--- src/rtl/pit_irq_ctrl_if.sv ---
// -----------------------------------------------------------------------------
// pit_irq_ctrl_if
// Register bus between a host and the interval-timer interrupt controller.
//   cs     chip select
//   rd     read strobe (no side effects)
//   wr     write strobe, one write per clk while cs=1
//   a      register address (0 STATUS, 1 MASK, 2 POL, 3 COUNT)
//   idata  write data
//   odata  read data, combinational, 0 unless cs & rd
// master: host side, slave: controller side.
// -----------------------------------------------------------------------------
interface pit_irq_ctrl_if;
    logic       cs;
    logic       rd;
    logic       wr;
    logic [1:0] a;
    logic [7:0] idata;
    logic [7:0] odata;

    modport master (output cs, rd, wr, a, idata, input odata);
    modport slave  (input cs, rd, wr, a, idata, output odata);
endinterface

--- src/rtl/pit_irq_ctrl.sv ---
// -----------------------------------------------------------------------------
// pit_irq_ctrl
// Edge-detecting interrupt controller for the three outputs of an interval
// timer. Each channel is synchronized, edge-detected with a programmable
// polarity, latched into PEND/OVR status bits and counted in a saturating
// event counter. irq is the registered OR of the unmasked pending bits.
//   clk    system clock, rising edge
//   rst_n  asynchronous active-low reset
//   tout   timer outputs out2..out0, asynchronous to clk
//   bus    register bus (slave side), see pit_irq_ctrl_if
//   irq    registered interrupt request, active high
// -----------------------------------------------------------------------------
module pit_irq_ctrl #(
    parameter int CNT_W = 8
) (
    input  logic               clk,
    input  logic               rst_n,
    input  logic [2:0]         tout,
    pit_irq_ctrl_if.slave      bus,
    output logic               irq
);

    localparam logic [1:0] ADDR_STATUS = 2'd0;
    localparam logic [1:0] ADDR_MASK   = 2'd1;
    localparam logic [1:0] ADDR_POL    = 2'd2;
    localparam logic [1:0] ADDR_COUNT  = 2'd3;

    localparam logic [CNT_W-1:0] CNT_MAX = '1;
    localparam logic [CNT_W-1:0] CNT_ONE = {{(CNT_W-1){1'b0}}, 1'b1};

    logic [2:0]       r_s1;
    logic [2:0]       r_s2;
    logic [2:0]       r_s3;
    logic [1:0]       r_arm_cnt;
    logic [2:0]       r_pend;
    logic [2:0]       r_ovr;
    logic [2:0]       r_mask;
    logic [2:0]       r_pol;
    logic [1:0]       r_sel;
    logic [CNT_W-1:0] r_cnt [3];
    logic             r_irq;

    logic             w_wr;
    logic             w_wr_status;
    logic             w_wr_mask;
    logic             w_wr_pol;
    logic             w_wr_count;
    logic             w_armed;
    logic [2:0]       w_evt;
    logic [2:0]       w_pend_clr;
    logic [2:0]       w_ovr_clr;
    logic [2:0]       w_pend_nxt;
    logic [2:0]       w_ovr_nxt;
    logic             w_cnt_clr;
    logic [1:0]       w_sel_nxt;
    logic [CNT_W-1:0] w_cnt_sel;
    logic [7:0]       w_rdata;
    logic             w_unused;

    assign w_wr        = bus.cs & bus.wr;
    assign w_wr_status = w_wr & (bus.a == ADDR_STATUS);
    assign w_wr_mask   = w_wr & (bus.a == ADDR_MASK);
    assign w_wr_pol    = w_wr & (bus.a == ADDR_POL);
    assign w_wr_count  = w_wr & (bus.a == ADDR_COUNT);

    // Arm timer counts down from 3 after reset; a timer output that is
    // already high at reset reaches s2 before s3 and would otherwise look
    // like a rising edge on the third edge.
    assign w_armed = (r_arm_cnt == 2'd0);

    assign w_evt = {3{w_armed}} &
                   ((r_s2 & ~r_s3 & ~r_pol) | (~r_s2 & r_s3 & r_pol));

    assign w_pend_clr = w_wr_status ? bus.idata[2:0] : 3'b000;
    assign w_ovr_clr  = w_wr_status ? bus.idata[6:4] : 3'b000;

    // An event beats a same-cycle clear of its PEND bit, and because the
    // host has just acknowledged that bit it is not counted as an overrun.
    assign w_pend_nxt = w_evt | (r_pend & ~w_pend_clr);
    assign w_ovr_nxt  = (r_ovr & ~w_ovr_clr) | (w_evt & r_pend & ~w_pend_clr);

    assign w_cnt_clr = w_wr_count & bus.idata[7];
    assign w_sel_nxt = (bus.idata[1:0] == 2'd3) ? 2'd0 : bus.idata[1:0];

    assign w_unused = bus.idata[3];

    always_ff @(posedge clk or negedge rst_n) begin
        if (!rst_n) begin
            r_s1      <= 3'b000;
            r_s2      <= 3'b000;
            r_s3      <= 3'b000;
            r_arm_cnt <= 2'd3;
        end else begin
            r_s1 <= tout;
            r_s2 <= r_s1;
            r_s3 <= r_s2;
            if (!w_armed) begin
                r_arm_cnt <= r_arm_cnt - 2'd1;
            end
        end
    end

    always_ff @(posedge clk or negedge rst_n) begin
        if (!rst_n) begin
            r_pend <= 3'b000;
            r_ovr  <= 3'b000;
            r_mask <= 3'b000;
            r_pol  <= 3'b000;
            r_sel  <= 2'd0;
            r_irq  <= 1'b0;
        end else begin
            r_pend <= w_pend_nxt;
            r_ovr  <= w_ovr_nxt;
            if (w_wr_mask) begin
                r_mask <= bus.idata[2:0];
            end
            if (w_wr_pol) begin
                r_pol <= bus.idata[2:0];
            end
            if (w_wr_count) begin
                r_sel <= w_sel_nxt;
            end
            r_irq <= |(r_pend & r_mask);
        end
    end

    always_ff @(posedge clk or negedge rst_n) begin
        if (!rst_n) begin
            for (int i = 0; i < 3; i++) begin
                r_cnt[i] <= '0;
            end
        end else begin
            for (int i = 0; i < 3; i++) begin
                if (w_cnt_clr) begin
                    r_cnt[i] <= '0;
                end else if (w_evt[i] && (r_cnt[i] != CNT_MAX)) begin
                    r_cnt[i] <= r_cnt[i] + CNT_ONE;
                end
            end
        end
    end

    always_comb begin
        w_cnt_sel = r_cnt[0];
        case (r_sel)
            2'd1:    w_cnt_sel = r_cnt[1];
            2'd2:    w_cnt_sel = r_cnt[2];
            default: w_cnt_sel = r_cnt[0];
        endcase
    end

    always_comb begin
        w_rdata = 8'h00;
        if (bus.cs && bus.rd) begin
            case (bus.a)
                ADDR_STATUS: w_rdata = {1'b0, r_ovr, 1'b0, r_pend};
                ADDR_MASK:   w_rdata = {5'b00000, r_mask};
                ADDR_POL:    w_rdata = {5'b00000, r_pol};
                default:     w_rdata = 8'(w_cnt_sel);
            endcase
        end
    end

    assign bus.odata = w_rdata;
    assign irq       = r_irq;

endmodule
--- src/flat_wrapper.sv ---
// flat-port wrapper written by rule: the top's interface ports become plain ports
module pit_irq_ctrl_flat 
#(
    parameter int CNT_W = 8
)
  (clk, rst_n, tout, irq, bus_cs, bus_rd, bus_wr, bus_a, bus_idata, bus_odata);
  pit_irq_ctrl_if bus_i ();
  input  logic clk;
  input  logic rst_n;
  input  logic [2:0] tout;
  output logic irq;
  input wire logic [$bits(bus_i.cs)-1:0] bus_cs;
  input wire logic [$bits(bus_i.rd)-1:0] bus_rd;
  input wire logic [$bits(bus_i.wr)-1:0] bus_wr;
  input wire logic [$bits(bus_i.a)-1:0] bus_a;
  input wire logic [$bits(bus_i.idata)-1:0] bus_idata;
  output wire logic [$bits(bus_i.odata)-1:0] bus_odata;
  assign bus_i.cs = bus_cs;
  assign bus_i.rd = bus_rd;
  assign bus_i.wr = bus_wr;
  assign bus_i.a = bus_a;
  assign bus_i.idata = bus_idata;
  assign bus_odata = bus_i.odata;
  pit_irq_ctrl #(.CNT_W(CNT_W)) u_core (.clk(clk), .rst_n(rst_n), .tout(tout), .bus(bus_i), .irq(irq));
endmodule
--- config.mk ---
export PLATFORM = sky130hd
export DESIGN_NAME = pit_irq_ctrl_flat
export DESIGN_NICKNAME = d
export VERILOG_FILES = /design/src/rtl/pit_irq_ctrl_if.sv /design/src/rtl/pit_irq_ctrl.sv /design/src/flat_wrapper.sv
export SDC_FILE = /design/constraint.sdc
export NUM_CORES = 1
export LEC_CHECK = 0
export ABC_AREA = 1
export CAP_MARGIN = 10
export CELL_PAD_IN_SITES_DETAIL_PLACEMENT = 2
export CELL_PAD_IN_SITES_GLOBAL_PLACEMENT = 2
export CORE_ASPECT_RATIO = 1.25
export CORE_UTILIZATION = 35
export CTS_CLUSTER_SIZE = 28
export DETAILED_ROUTE_END_ITERATION = 10
export PLACE_DENSITY_LB_ADDON = 0.25
export SETUP_SLACK_MARGIN = 0.05
export SYNTH_ARGS = -nofsm -noshare
export SYNTH_HDL_FRONTEND = slang
export SYNTH_SLANG_ARGS = --single-unit
--- constraint.sdc ---
create_clock -name clk -period 4.05 [get_ports clk]
set_input_delay 0.6075 -clock clk [delete_from_list [all_inputs] [get_ports clk]]
set_output_delay 0.6075 -clock clk [all_outputs]
set_load 0.03 [all_outputs]
Word level (Yosys, flattened, before mapping) --
Cells that the tools add are included.
Word-level totals: bits of input ports 18, output and inout port bits 9, flip-flop bits (word level) 50, word-level logic and storage cells 72
Operators by class: bitwise gates (word level) 24, equality and inequality tests 9, reductions and logical operators 10, add/sub/neg operators 4, mux-type cells 12
Operators by type and width (count):
- 8-bit 2-to-1 mux | 7
- 3-bit AND | 10
- 8-bit by 1-bit adder with 8-bit output (second input constant) | 3
- 8-bit inequality test (second input constant) | 3
- 8-bit one-hot mux with 3 select lines | 1
- 8-bit one-hot mux with 2 select lines | 1
- 3-bit inverter | 5
- 3-bit OR | 3
- 2-bit equality test (second input constant) | 4
- 1-bit AND | 6
- 3-bit 2-to-1 mux | 2
- 2-bit nonzero test | 3
- 2-bit by 1-bit equality test with 1-bit output (second input constant) | 2
- 1-bit logical AND | 4
- 2-bit zero test | 2
- 3-bit OR reduction | 1
- 2-bit 2-to-1 mux | 1
- 2-bit by 1-bit subtractor with 2-bit output (second input constant) | 1

Logic depth before layout (Yosys ltp) --
word-level depth 8, mapped depth 9, gate-level depth less buffers 9

Worst setup path before layout --
No wires, ideal clock.
path type register to output, start point reg u_core.r_sel[0], end point out bus_odata[1], path slack 1.780 ns, required time 3.442 ns, arrival 1.662 ns, cell stages (with the launch flop) 7, path through dfrtp_1 -> inv_1 -> ha_1 -> inv_1 -> clkbuf_1 -> o21ai_0 -> a21oi_1
Between the ends: cells in the longest elaborated chain, start to end 4, elaborated cells on any way between the ends 5, those cells by class eq/ne: 2; mux: 3
Ends and longest elaborated chain:
- start, declared | line pit_irq_ctrl.sv:39 | logic [1:0] r_sel;
- start signal, assigned | line pit_irq_ctrl.sv:121 | r_sel <= w_sel_nxt;
- 2-bit equality test or 2-bit by 1-bit equality test with 1-bit output (tied branches) | line pit_irq_ctrl.sv:145 | case (r_sel)
- 8-bit one-hot mux with 2 select lines (*) | line pit_irq_ctrl.sv:145
- 8-bit one-hot mux with 3 select lines (*) | line pit_irq_ctrl.sv:155 | case (bus.a)
- 8-bit 2-to-1 mux (*) | line pit_irq_ctrl.sv:154 | if (bus.cs && bus.rd) begin
- end, declared | line flat_wrapper.sv:17 | output wire logic [$bits(bus_i.odata)-1:0] bus_odata;
Every way passes the cells marked *; elsewhere a longest branch is shown, timed or not.

Final worst setup path --
start point in bus_a[1], end point out bus_odata[2]
Between the ends: cells in the longest elaborated chain, start to end 3, elaborated cells on any way between the ends 5, those cells by class eq/ne: 2; mux: 2; reduce/logical: 1
Ends and longest elaborated chain:
- start, declared | line flat_wrapper.sv:15 | input wire logic [$bits(bus_i.a)-1:0] bus_a;
- 2-bit equality test (tied with other cells) | line pit_irq_ctrl.sv:155
- 8-bit one-hot mux with 3 select lines (*) | line pit_irq_ctrl.sv:155
- 8-bit 2-to-1 mux (*) | line pit_irq_ctrl.sv:154
Marks and branches as above.

==> out/qor.yml <==
detailed_routing:
  post_drt_via_cell_ratio: 5.35
  finalWirelength_um: 9160
  vias: 2731
  ant_nets: 0
  drc: 0
  drt_iter0_drc: 66
  first_pass_iters: 4
  wire_per_inst_um: 18.0
timing:
  min_period_over_period_pct: 80.7
  drv_slew: 0
  finalSetupViolCount: 0
  hold_viol_final: 0
  worst_pin_slew_ns: 0.911
  rsz0062_at_grt: "no"
  fin_ws_ns: 0.782
  maxSlewHeadroom_pct: 39.0
  fin_skew_ns: 0.00722
  fin_hold_ws_ns: 0.241
  fmax_mhz: 306
  timing.final.crit_period_ns: 3.27
  setup_tns_ns: 0
setup_path:
  cpPeakStageDelay_ns: 0.70
  worstPathArrival_ns: 2.66
  r2r-start: "u_core.r_cnt[1]"
  cp_slowest_cell: "clkdlybuf4s50_1"
  crit_type: "in2out"
  cp.buffers_inverters: 2
  critPathLaunchType: "input port"
  cp_top_family: "buffers and inverters"
  startpoint: "bus_a[1]"
  reg2regPathDepth: 8
  ff2ff_setup_slack_ns: 2.18
  critPathMaxFanout: 10
  worstPathCellList: "clkdlybuf4s50_1 -> nor2_2 -> nand2_1 -> nand3_1 -> nand2_1 -> a21oi_1 -> clkdlybuf4s50_1"
  endpoint_kind: "output pin"
  reg2reg_to: "u_core.r_cnt[0]"
  required_ns: 3.44
layout:
  fin_cells: 510
  final_util_pct: 41.3
  drive_gt1_share_pct: 4.34
  antenna_cells: 0
  area_growth_pct: 13.9
  fillers: 946
  nets: 438
floorplanning:
  die_area_um2: 8480
  start_util_pct: 36.2
  rows: 36
  io_pins: 27
  die_h_um: 103
  dieWidth_um: 82.6
  core_area_um2: 7840
grt:
  grt_pass1_vias: 3052
  grt_max_degree: 49
  antenna_found_initial: 0
  grt_pass1_wl_um: 15000
  overflow: 0
  track_usage_pct: 23.7
hold_path:
  worstHoldPathType: "in2async"
synth:
  syn-cell-area_um2: 2840
  synth_cell_types: 24
  syn_avg_cell_area_um2: 7.28
  syn_inst: 390
  synth_seq_area_share_pct: 44.2
  yosys_warnings: 0
  syn_nets: 414
  ys_ff_latch: 50
place:
  place_ws_ns: 0.780
  dpl.hpwl_um: 6880
  place_inst: 502
  portBuffers: 25
  place_congestion: 0.769
clocking:
  post_cts_resized: 0
  cts_tree: "yes"
  cts_setup_buffers: 0
  hold_buffers: 0
  cts_num_sinks: 50
  cts_root_buf: "clkbuf_8"
  clockBufferDepth: 2
  htreeDepth: 2
  clk_pin_slew_ns: 0.09
  cts_inserted_buffers: 5
  clock_latency_ns: 0.32
run_status:
  status: "finished clean"
pwr:
  power-per-cell-area_nw_per_um2: 461
  power.leakage_nw: 1.58
  irDropWorstVdd_mv: 0.240
flow_run:
  cap_violations: 0
[cell usage after synthesis, drive strengths merged]
master | n | area [µm²]
nor3 | 2 | 10.0
o21bai | 1 | 7.51
dfstp | 2 | 52.6
ha | 6 | 75.1
clkbuf | 5 | 20.0
a221oi | 2 | 17.5
dfrtp | 48 | 1200
buf | 4 | 38.8
a21oi | 12 | 60.1
xor2 | 3 | 26.3
o211ai | 4 | 30.0
nand3b | 3 | 22.5
nor2 | 39 | 161
nand3 | 70 | 355
inv | 41 | 154
xnor2 | 2 | 17.5
o21ai | 29 | 145
nand2 | 117 | 444
[worst reg2reg max path: stages (launching register included)]
cell     delay (ns)
dfrtp_1        0.46
ha_1           0.23
nand2_1        0.11
nor2_1         0.09
nand2_1        0.14
inv_1          0.06
nor2_1         0.46
nand3_1        0.17
nand2_1        0.11
[layout by cell type, fill, tap and decap left out, drive strengths merged]
master	count
a21oi	12
a221oi	2
buf	2
clkbuf	6
clkdlybuf4s50	24
clkinv	2
dfrtp	48
dfstp	2
ha	6
inv	41
nand2	117
nand3	70
nand3b	3
nor2	39
nor3	2
o211ai	4
o21ai	29
o21bai	1
xnor2	2
xor2	3
[registers in the layout, indices dropped and copies added (netlist names)]
| register | count |
|---|---|
| u_core.r_s3 | 3 |
| u_core.r_pol | 3 |
| u_core.irq | 1 |
| u_core.r_pend | 3 |
| u_core.r_mask | 3 |
| u_core.r_s2 | 3 |
| u_core.r_cnt | 24 |
| u_core.r_ovr | 3 |
| u_core.r_arm_cnt | 2 |
| u_core.r_sel | 2 |
| u_core.r_s1 | 3 |
[per-layer routing]
layer | GRT usage [%] | up-vias | routed length (µm)
li1 | - | 1311 | -
met1 | 27.7 | 1379 | 3970
met2 | 43.9 | 28 | 4860
met3 | 3.89 | 13 | 175
met4 | 6.76 | 0 | 157
met5 | 0 | - | 0
[through the flow]
step                      area [µm²]  power [W]
after floorplan                 2840    0.00101
after global placement          3150    0.00117
after detailed placement        3150    0.00120
after CTS                       3230    0.00151
after global routing            3230    0.00160
final                           3230    0.00149
[layout make-up]
cell class	instances	area, µm²	area share, %
multi-input combinational	290	1370	42.4
sequential	50	1250	38.8
timing repair buffer	26	253	7.81
inverter	41	154	4.76
tap	95	119	3.68
clock buffer	6	72.6	2.24
clock inverter	2	10.0	0.309
[cell families after synthesis]
| family | count (synthesis) | share of synthesized area [%] |
|---|---|---|
| compound gates | 48 | 9.17 |
| xor+xnor | 5 | 1.54 |
| fa+ha+maj | 6 | 2.64 |
| buf+inv | 50 | 7.49 |
| flops | 50 | 44.2 |
| simple gates | 231 | 35.0 |
[where the power goes]
part	leakage (nW)	internal (W)	total [W]	switching [W]
registers	0.611	0.000595	0.000725	0.000129
logic	0.929	0.000171	0.000465	0.000294
clock network	0.0450	0.000120	0.000301	0.000181
total	1.58	0.000886	0.00149	0.000604
[worst max path at each step]
| stage | to | slack [ns] | cells after the start |
|---|---|---|---|
| 2_1_floorplan | bus_odata[1] | 1.78 | 6 |
| 3_5_place_dp | bus_odata[1] | 0.78 | 7 |
| 6_report | bus_odata[2] | 0.78 | 7 |
| 5_1_grt | bus_odata[1] | 0.61 | 7 |
| 3_3_place_gp | bus_odata[2] | 0.86 | 7 |
| 4_1_cts | bus_odata[1] | 0.78 | 7 |
(Power assumes the default switching activity.)
